### src/rtl/leglite_data_mem.sv
// leglite_data_mem
//   Data-memory responder for the LEGLite single-cycle core: a word RAM plus a
//   small memory-mapped I/O page (LED register, synchronized switches, timer).
//   Reads are combinational (zero latency); writes commit on the rising edge.
//
//   Optional feature macro: LEGLITE_DMEM_TIMER_EN
//     defined   -> TCOUNT/TCMP/STATUS registers and timer_irq are implemented
//     undefined -> +4/+6/+8 read 0 and ignore writes; timer_irq tied to 0
//
// Ports
//   clock      in   1   system clock
//   reset      in   1   asynchronous active-low reset
//   daddr      in   16  byte address (bit 0 ignored)
//   dread      in   1   read enable
//   dwrite     in   1   write enable
//   dwdata     in   16  write data
//   ddata      out  16  read data (0 while dread=0)
//   sw_in      in   8   asynchronous switch inputs
//   led_out    out  8   LED register
//   timer_irq  out  1   sticky timer-match flag
module leglite_data_mem #(
  parameter int          ADDR_BITS = 7,
  parameter logic [15:0] IO_BASE   = 16'hFF00
) (
  input  logic        clock,
  input  logic        reset,
  input  logic [15:0] daddr,
  input  logic        dread,
  input  logic        dwrite,
  input  logic [15:0] dwdata,
  output logic [15:0] ddata,
  input  logic [7:0]  sw_in,
  output logic [7:0]  led_out,
  output logic        timer_irq
);

  typedef struct packed {
    logic        rd;
    logic        wr;
    logic [15:0] addr;
    logic [15:0] wdata;
  } dmem_req_t;

  // I/O page word offsets
  localparam logic [6:0] W_LED    = 7'd0;
  localparam logic [6:0] W_SW     = 7'd1;
  localparam logic [6:0] W_TCOUNT = 7'd2;
  localparam logic [6:0] W_TCMP   = 7'd3;
  localparam logic [6:0] W_STATUS = 7'd4;

  dmem_req_t req;
  assign req = '{rd: dread, wr: dwrite, addr: daddr, wdata: dwdata};

  logic                 io_sel;
  logic [6:0]           io_word;
  logic [ADDR_BITS-1:0] ram_idx;
  logic                 io_wr;

  assign io_sel  = (req.addr >= IO_BASE);
  // Word offset inside the page; bit 0 of both operands drops out
  assign io_word = req.addr[7:1] - IO_BASE[7:1];
  // Upper address bits are ignored, so RAM aliases modulo its depth
  assign ram_idx = req.addr[ADDR_BITS:1];
  assign io_wr   = req.wr && io_sel;

  // ---------------- RAM (not reset) ----------------
  logic [15:0] mem [2**ADDR_BITS];

  // Gating with reset drops a write whose edge lands while reset is held
  always_ff @(posedge clock) begin
    if (reset && req.wr && !io_sel) mem[ram_idx] <= req.wdata;
  end

  // ---------------- LED and switch synchronizer ----------------
  logic [7:0] led_q, sw_sync1, sw_sync2;

  always_ff @(posedge clock or negedge reset) begin
    if (!reset) begin
      led_q    <= 8'h00;
      sw_sync1 <= 8'h00;
      sw_sync2 <= 8'h00;
    end else begin
      sw_sync1 <= sw_in;
      sw_sync2 <= sw_sync1;
      if (io_wr && io_word == W_LED) led_q <= req.wdata[7:0];
    end
  end

  assign led_out = led_q;

  // ---------------- Timer ----------------
`ifdef LEGLITE_DMEM_TIMER_EN
  logic [15:0] tcount, tcmp, tnext;
  logic        flag;

  // A write to TCOUNT replaces that cycle's increment
  always_comb begin
    tnext = tcount + 16'd1;
    if (io_wr && io_word == W_TCOUNT) tnext = req.wdata;
  end

  always_ff @(posedge clock or negedge reset) begin
    if (!reset) begin
      tcount <= 16'h0000;
      tcmp   <= 16'hFFFF;
      flag   <= 1'b0;
    end else begin
      tcount <= tnext;
      if (io_wr && io_word == W_TCMP) tcmp <= req.wdata;
      // Match beats a simultaneous W1C so no event is lost
      if (tnext == tcmp)                                        flag <= 1'b1;
      else if (io_wr && io_word == W_STATUS && req.wdata[0]) flag <= 1'b0;
    end
  end

  assign timer_irq = flag;
`else
  assign timer_irq = 1'b0;
`endif

  // ---------------- Read mux ----------------
  always_comb begin
    ddata = 16'h0000;
    if (req.rd) begin
      if (!io_sel) begin
        ddata = mem[ram_idx];
      end else begin
        case (io_word)
          W_LED:    ddata = {8'h00, led_q};
          W_SW:     ddata = {8'h00, sw_sync2};
`ifdef LEGLITE_DMEM_TIMER_EN
          W_TCOUNT: ddata = tcount;
          W_TCMP:   ddata = tcmp;
          W_STATUS: ddata = {15'h0000, flag};
`endif
          default:  ddata = 16'h0000;
        endcase
      end
    end
  end

`ifndef LEGLITE_DMEM_TIMER_EN
  // Offsets reserved for the timer are unused in this build
  logic unused_timer_offsets;
  assign unused_timer_offsets = ^{W_TCOUNT, W_TCMP, W_STATUS};
`endif

endmodule
### config.mk
export PLATFORM = sky130hd
export DESIGN_NAME = leglite_data_mem
export DESIGN_NICKNAME = d
export VERILOG_FILES = /design/src/rtl/leglite_data_mem.sv
export SDC_FILE = /design/constraint.sdc
export NUM_CORES = 2
export LEC_CHECK = 0
export CAP_MARGIN = 20
export CORE_MARGIN = 5
export CORE_UTILIZATION = 35
export DETAILED_ROUTE_END_ITERATION = 10
export PLACE_DENSITY = 0.47
export SKIP_LAST_GASP = 1
export SLEW_MARGIN = 20
export SYNTH_ARGS = -nofsm -noshare
export SYNTH_HDL_FRONTEND = slang
export SYNTH_SLANG_ARGS = --single-unit
### constraint.sdc
create_clock -name clock -period 2.88 [get_ports clock]
set_input_delay 0.576 -clock clock [delete_from_list [all_inputs] [get_ports clock]]
set_output_delay 0.576 -clock clock [all_outputs]
set_load 0.05 [all_outputs]
Word-level counts from Yosys, hierarchy flattened
Memories as Yosys holds them, arrays and structs flattened.
Cells that the tools add are included.
{"block": "totals", "word_cells": 17, "inputBits": 44, "n_memories": 1, "latchBits": 0, "register_bits": 24, "mem_bits_ro": 0, "ramBits": 2048}
{"name": "mem", "words": 128, "width": 16, "rd": 1, "rd_clocked_by_memory_dff": 0, "wr": 1, "line_no": "67", "source": "logic [15:0] mem [2**ADDR_BITS];"}
{"block": "classes", "addsub": 0, "n_reduce_logical": 6, "multipliers": 0, "n_shift": 0, "eq_ne": 1, "magnitude_cmp": 1, "mux": 5, "bitwise_logic": 0, "div": 0}
{"cell": "16-bit two-way mux", "count": 2}
{"cell": "16-bit greater-or-equal comparator, second input constant", "count": 1}
{"cell": "8-bit case mux with 2 select lines", "count": 1}
{"cell": "7-bit by 1-bit equality test with 1-bit output, second input constant", "count": 1}
{"cell": "7-bit zero test", "count": 1}
{"cell": "1-bit logical AND", "count": 4}
{"cell": "1-bit two-way mux", "count": 2}
{"cell": "1-bit zero test", "count": 1}

Logic depth before layout (Yosys ltp)
{"block": "depth", "ltp_word": 5, "depth_mapped": 11, "mapped_depth_nobuf": 7}

Worst setup path before layout
Ideal clock, no wire load.
{"block": "synth_timing", "path_kind": "input to output", "startpoint": "input daddr[1]", "endpoint": "output ddata[1]", "t_required_ns": 2.304, "path_buffers": 4, "setup_slack_ns": -0.412, "stages": 10, "arrival_ns": 2.716, "path_cell_list": "buf_6 buf_8 buf_8 buf_8 and2b_1 nor3b_2 a22oi_1 nand2_1 nand2_1 a31oi_1"}
{"block": "synth_between", "elab_chain_len": 4, "word_cells_on_any_way": 7}
{"element": "from (decl)", "line_no": "27", "source": "input logic [15:0] daddr,"}
{"element": "parallel branches: the longest is 2 deep, another holds memory read 128 x 16 bit"}
{"element": "16-bit two-way mux *", "line_no": "125", "source": "if (!io_sel) begin"}
{"element": "16-bit two-way mux *", "line_no": "124", "source": "if (req.rd) begin"}
{"element": "to (decl)", "line_no": "31", "source": "output logic [15:0] ddata,"}
Every way passes the cells marked *.

Worst setup path in the final report
{"block": "layout_timing", "startpoint": "memory mem[98][7]", "endpoint": "output ddata[7]"}
{"block": "layout_between", "elab_chain_len": 3}
{"element": "from (decl)", "line_no": "67"}
{"element": "memory read 128 x 16 bit"}
{"element": "16-bit two-way mux", "line_no": "125"}
{"element": "16-bit two-way mux", "line_no": "124"}
Every way passes these cells.

==> flow_summary.ini <==
[status]
status = finished with violations
failed_checks = negative setup slack

[setup_path]
rrSetupSlack_ps = 1810
slowest_delay_ps = 510
start_kind = flip-flop
cp_slowest_cell = mux4_2
arrival_ps = 3340
cp_cell_sequence = mux4_2, mux2i_4, o22ai_1, buf_4, o21ai_4, buf_6, nand4_1, and3_4, buf_12
critPathMaxFanout = 1
reg2regPathDepth = 1
crit_type = flip-flop to output pin
end_kind = output pin
reg2reg_from = led_out[5]
timing.rr.end = led_out[5]
cp.required_ps = 2300

[global_route]
use_met1 = 0.265
antenna_found_initial = 7
grt_pass1_vias = 40600
grt_first_pass_wirelength_um = 318000
grt_use_met3 = 0.0249
gr-usage-met2 = 0.315
grtUsageTotal = 0.189
grt_max_degree = 130
grt_busiest_layer = met2
grt_overflow = 0

[synth]
synth_fa_ha_area_frac = 0
synth_xor_area_frac = 0
ys_ff_latch = 2072
synth_nets = 3626
synthMuxAreaShare = 0.172
ys_types = 38
yosys.area_share.simple = 0.0135
synth_compound_area_frac = 0.0209
yosysWarnings = 0
ys_seq_area_frac = 0.779
synth_top_family_by_area = multiplexers
syn_area_per_cell_sq_um = 22.2
syn_area_sq_mm = 0.0797
syn_inst = 3582

[die]
chipWidth_um = 487
row_count = 175
core_sq_mm = 0.227
io_pins = 69
die-area_sq_mm = 0.237
start_util = 0.351
fp.dieH_um = 487

[routing]
wire_per_inst_um = 29.7
drt_pass1_iterations = 5
vias = 39600
dr.first_iter.drc_count = 3340
vias_per_cell = 5.21
drt-total-wl_um = 226000
drc = 0
ant_nets = 0

[pwr]
switching_power_uw = 14100
pwr-share-clk = 0.421
intPower_uw = 50800
pwr-share-comb = 0.068
power.share.sequential = 0.511
power_uw = 65000
cellLeakagePower_uw = 0.0328
vdd.ir_drop.worst_v = 0.000589
pwr_density_cell_mw_per_mm2 = 647
swShare = 0.218

[hold_path]
holdPathEnd = mem[42][1]
hp-class = input port to flip-flop
min_path_cells = 1
hp-start = dwdata[1]

[cts]
clockBufferDepth = 3
clk_latency_ps = 860
cts_sinks = 2072
clock-root-buffer = clkbuf_16
cts_tree = yes
clk_pin_slew_ps = 60
cts_buffers = 215
htreeDepth = 4

[timing]
maxSlewHeadroom = 0.387
setup_ws_ps = -1030
skew_ps = 13.5
max_slew.worst_pin.slew_ps = 919
setup_viol = 16
drv_slew = 0
clock.fmax_mhz = 256
period_needed_ps = 3910
hold_viol = 0
rsz0062_at_grt = true
fin_crit_sh = 1.36
finalSetupTns_ps = -11890

[cells_and_area]
final_cells = 7615
syn2layout_area_growth_pct = 26.0
drive_above_1_share = 0.394
nNetsFinal = 4465
final_area_sq_mm = 0.100
utilization = 0.442

[place]
io_buffers = 66
globalplace.congestion = 0.796
dp_cells = 7169
placed_area_sq_mm = 0.0915
hpwlAfterDp_um = 142000

[run]
maxCapViolCount = 0
-- through the flow --
step	hold WS, ps	worst slack (ps)
floorplan	280	-16.2
global placement	336	-1520
detailed placement	343	-1490
CTS	79.7	-1090
global route	105	-1050
finish	156	-1030
-- registers in the layout (all words and copies together) (netlist names) --
register  cells
led_out       8
mem        2048
sw_sync1      8
sw_sync2      8
-- cell usage in the layout (no fill, tap or decap), types with 11 or more instances in the layout --
master	n
clkinv_2	42
nand2_1	27
clkbuf_16	220
mux2i_4	21
bufinv_16	19
buf_16	11
o21ai_4	11
edfxtp_1	2048
mux2i_2	25
o22ai_4	22
clkdlybuf4s50_1	26
mux4_2	448
mux2i_1	306
o22ai_2	20
nand3_1	30
dfrtp_1	24
buf_4	499
clkbuf_1	41
clkinv_1	50
a22oi_1	71
nor2_1	42
nor2_2	91
buf_6	50
o21ai_1	22
o22ai_1	66
nand4_1	14
o21ai_2	22
buf_12	223
-- synth_stat cells --
master / count / area (sq um)
edfxtp_1: 2048 / 61500
clkbuf_1: 63 / 236
buf_6: 23 / 259
mux2i_1: 352 / 3520
nand2_1: 32 / 120
conb_1: 1 / 3.75
or2_2: 1 / 6.26
a221oi_1: 2 / 17.5
nand2b_1: 2 / 12.5
nor3b_2: 1 / 12.5
a22oi_1: 72 / 541
nor4_4: 1 / 21.3
a31oi_1: 4 / 25.0
mux4_2: 448 / 10100
nor3b_1: 1 / 7.51
and2_1: 3 / 18.8
and2b_1: 1 / 7.51
buf_1: 37 / 139
dfrtp_1: 24 / 601
o21ai_0: 28 / 140
and3_1: 8 / 50.1
nand3_1: 32 / 160
buf_8: 3 / 45.0
mux2_2: 8 / 90.1
o21ai_1: 27 / 135
o22a_1: 2 / 17.5
o221ai_1: 2 / 17.5
buf_4: 25 / 188
buf_2: 52 / 260
nand3b_1: 2 / 15.0
nor2_1: 133 / 499
nand4_1: 14 / 87.6
a41oi_1: 8 / 70.1
o22ai_1: 108 / 676
nor2b_1: 6 / 37.5
nor3_1: 1 / 5.00
nand3_4: 1 / 17.5
a21oi_1: 6 / 30.0
-- cell families after synthesis --
family	after synthesis
AND/OR/NAND/NOR	239
flip-flops	2072
AO/OA/AOI/OAI	259
multiplexers	808
buffers and inverters	203
other	1
-- area by class of cell --
cell class / instances / area (sq um)
clock inverters: 133 / 1260
flip-flops and latches: 2072 / 62100
well taps: 3009 / 3760
diodes: 5 / 12.5
fillers: 19400 / 127000
clock buffers: 264 / 5700
repair buffers: 825 / 9550
multi-input cells: 1307 / 18000
-- critical path: cells and delay by family (launching register included) --
family | cells | cell delay [ps]
buffers and inverters | 3 | 440
AND/OR/NAND/NOR | 2 | 680
flip-flops | 1 | 360
AO/OA/AOI/OAI | 2 | 240
multiplexers | 2 | 720
-- layer usage --
layer / up-vias / wire, um / share of wire
li1: 16900 / - / -
met1: 21700 / 100000 / 0.44
met2: 814 / 112000 / 0.49
met3: 251 / 8520 / 0.038
met4: 0 / 5420 / 0.024
met5: - / 0 / 0
-- repair_timing --
| action | 4_1_cts | 5_1_grt |
|---|---|---|
| cloned | 5 | 0 |
| resized for setup | 246 | 54 |
| hold buffers | 1 | 0 |
| endpoints found under the setup margin | 19 | 16 |
| pin swaps | 50 | 31 |
| endpoints found under the hold margin | 24 | 0 |
| setup buffers | 28 | 22 |
-- worst max-delay path by stage --
stage                     start         to  slack [ps]  cells past startpoint
finish               mem[98][7]   ddata[7]       -1030                      9
global route        mem[119][7]   ddata[7]       -1050                      9
CTS                  mem[98][7]   ddata[7]       -1090                      9
detailed placement     daddr[1]   ddata[7]       -1490                     13
global placement       daddr[1]   ddata[7]       -1520                     13
floorplan              daddr[1]  ddata[11]         -20                      8
-- power groups by stage --
stage | Sequential, uW | Clock [uW] | Combinational, uW
detailed placement | 33900 | 0 | 4070
global route | 33200 | 29300 | 4620
finish | 33200 | 27400 | 4390
floorplan | 33900 | 0 | 1750
global placement | 33800 | 0 | 4060
CTS | 33200 | 28100 | 4410
Power figures use the tool's default switching activity.
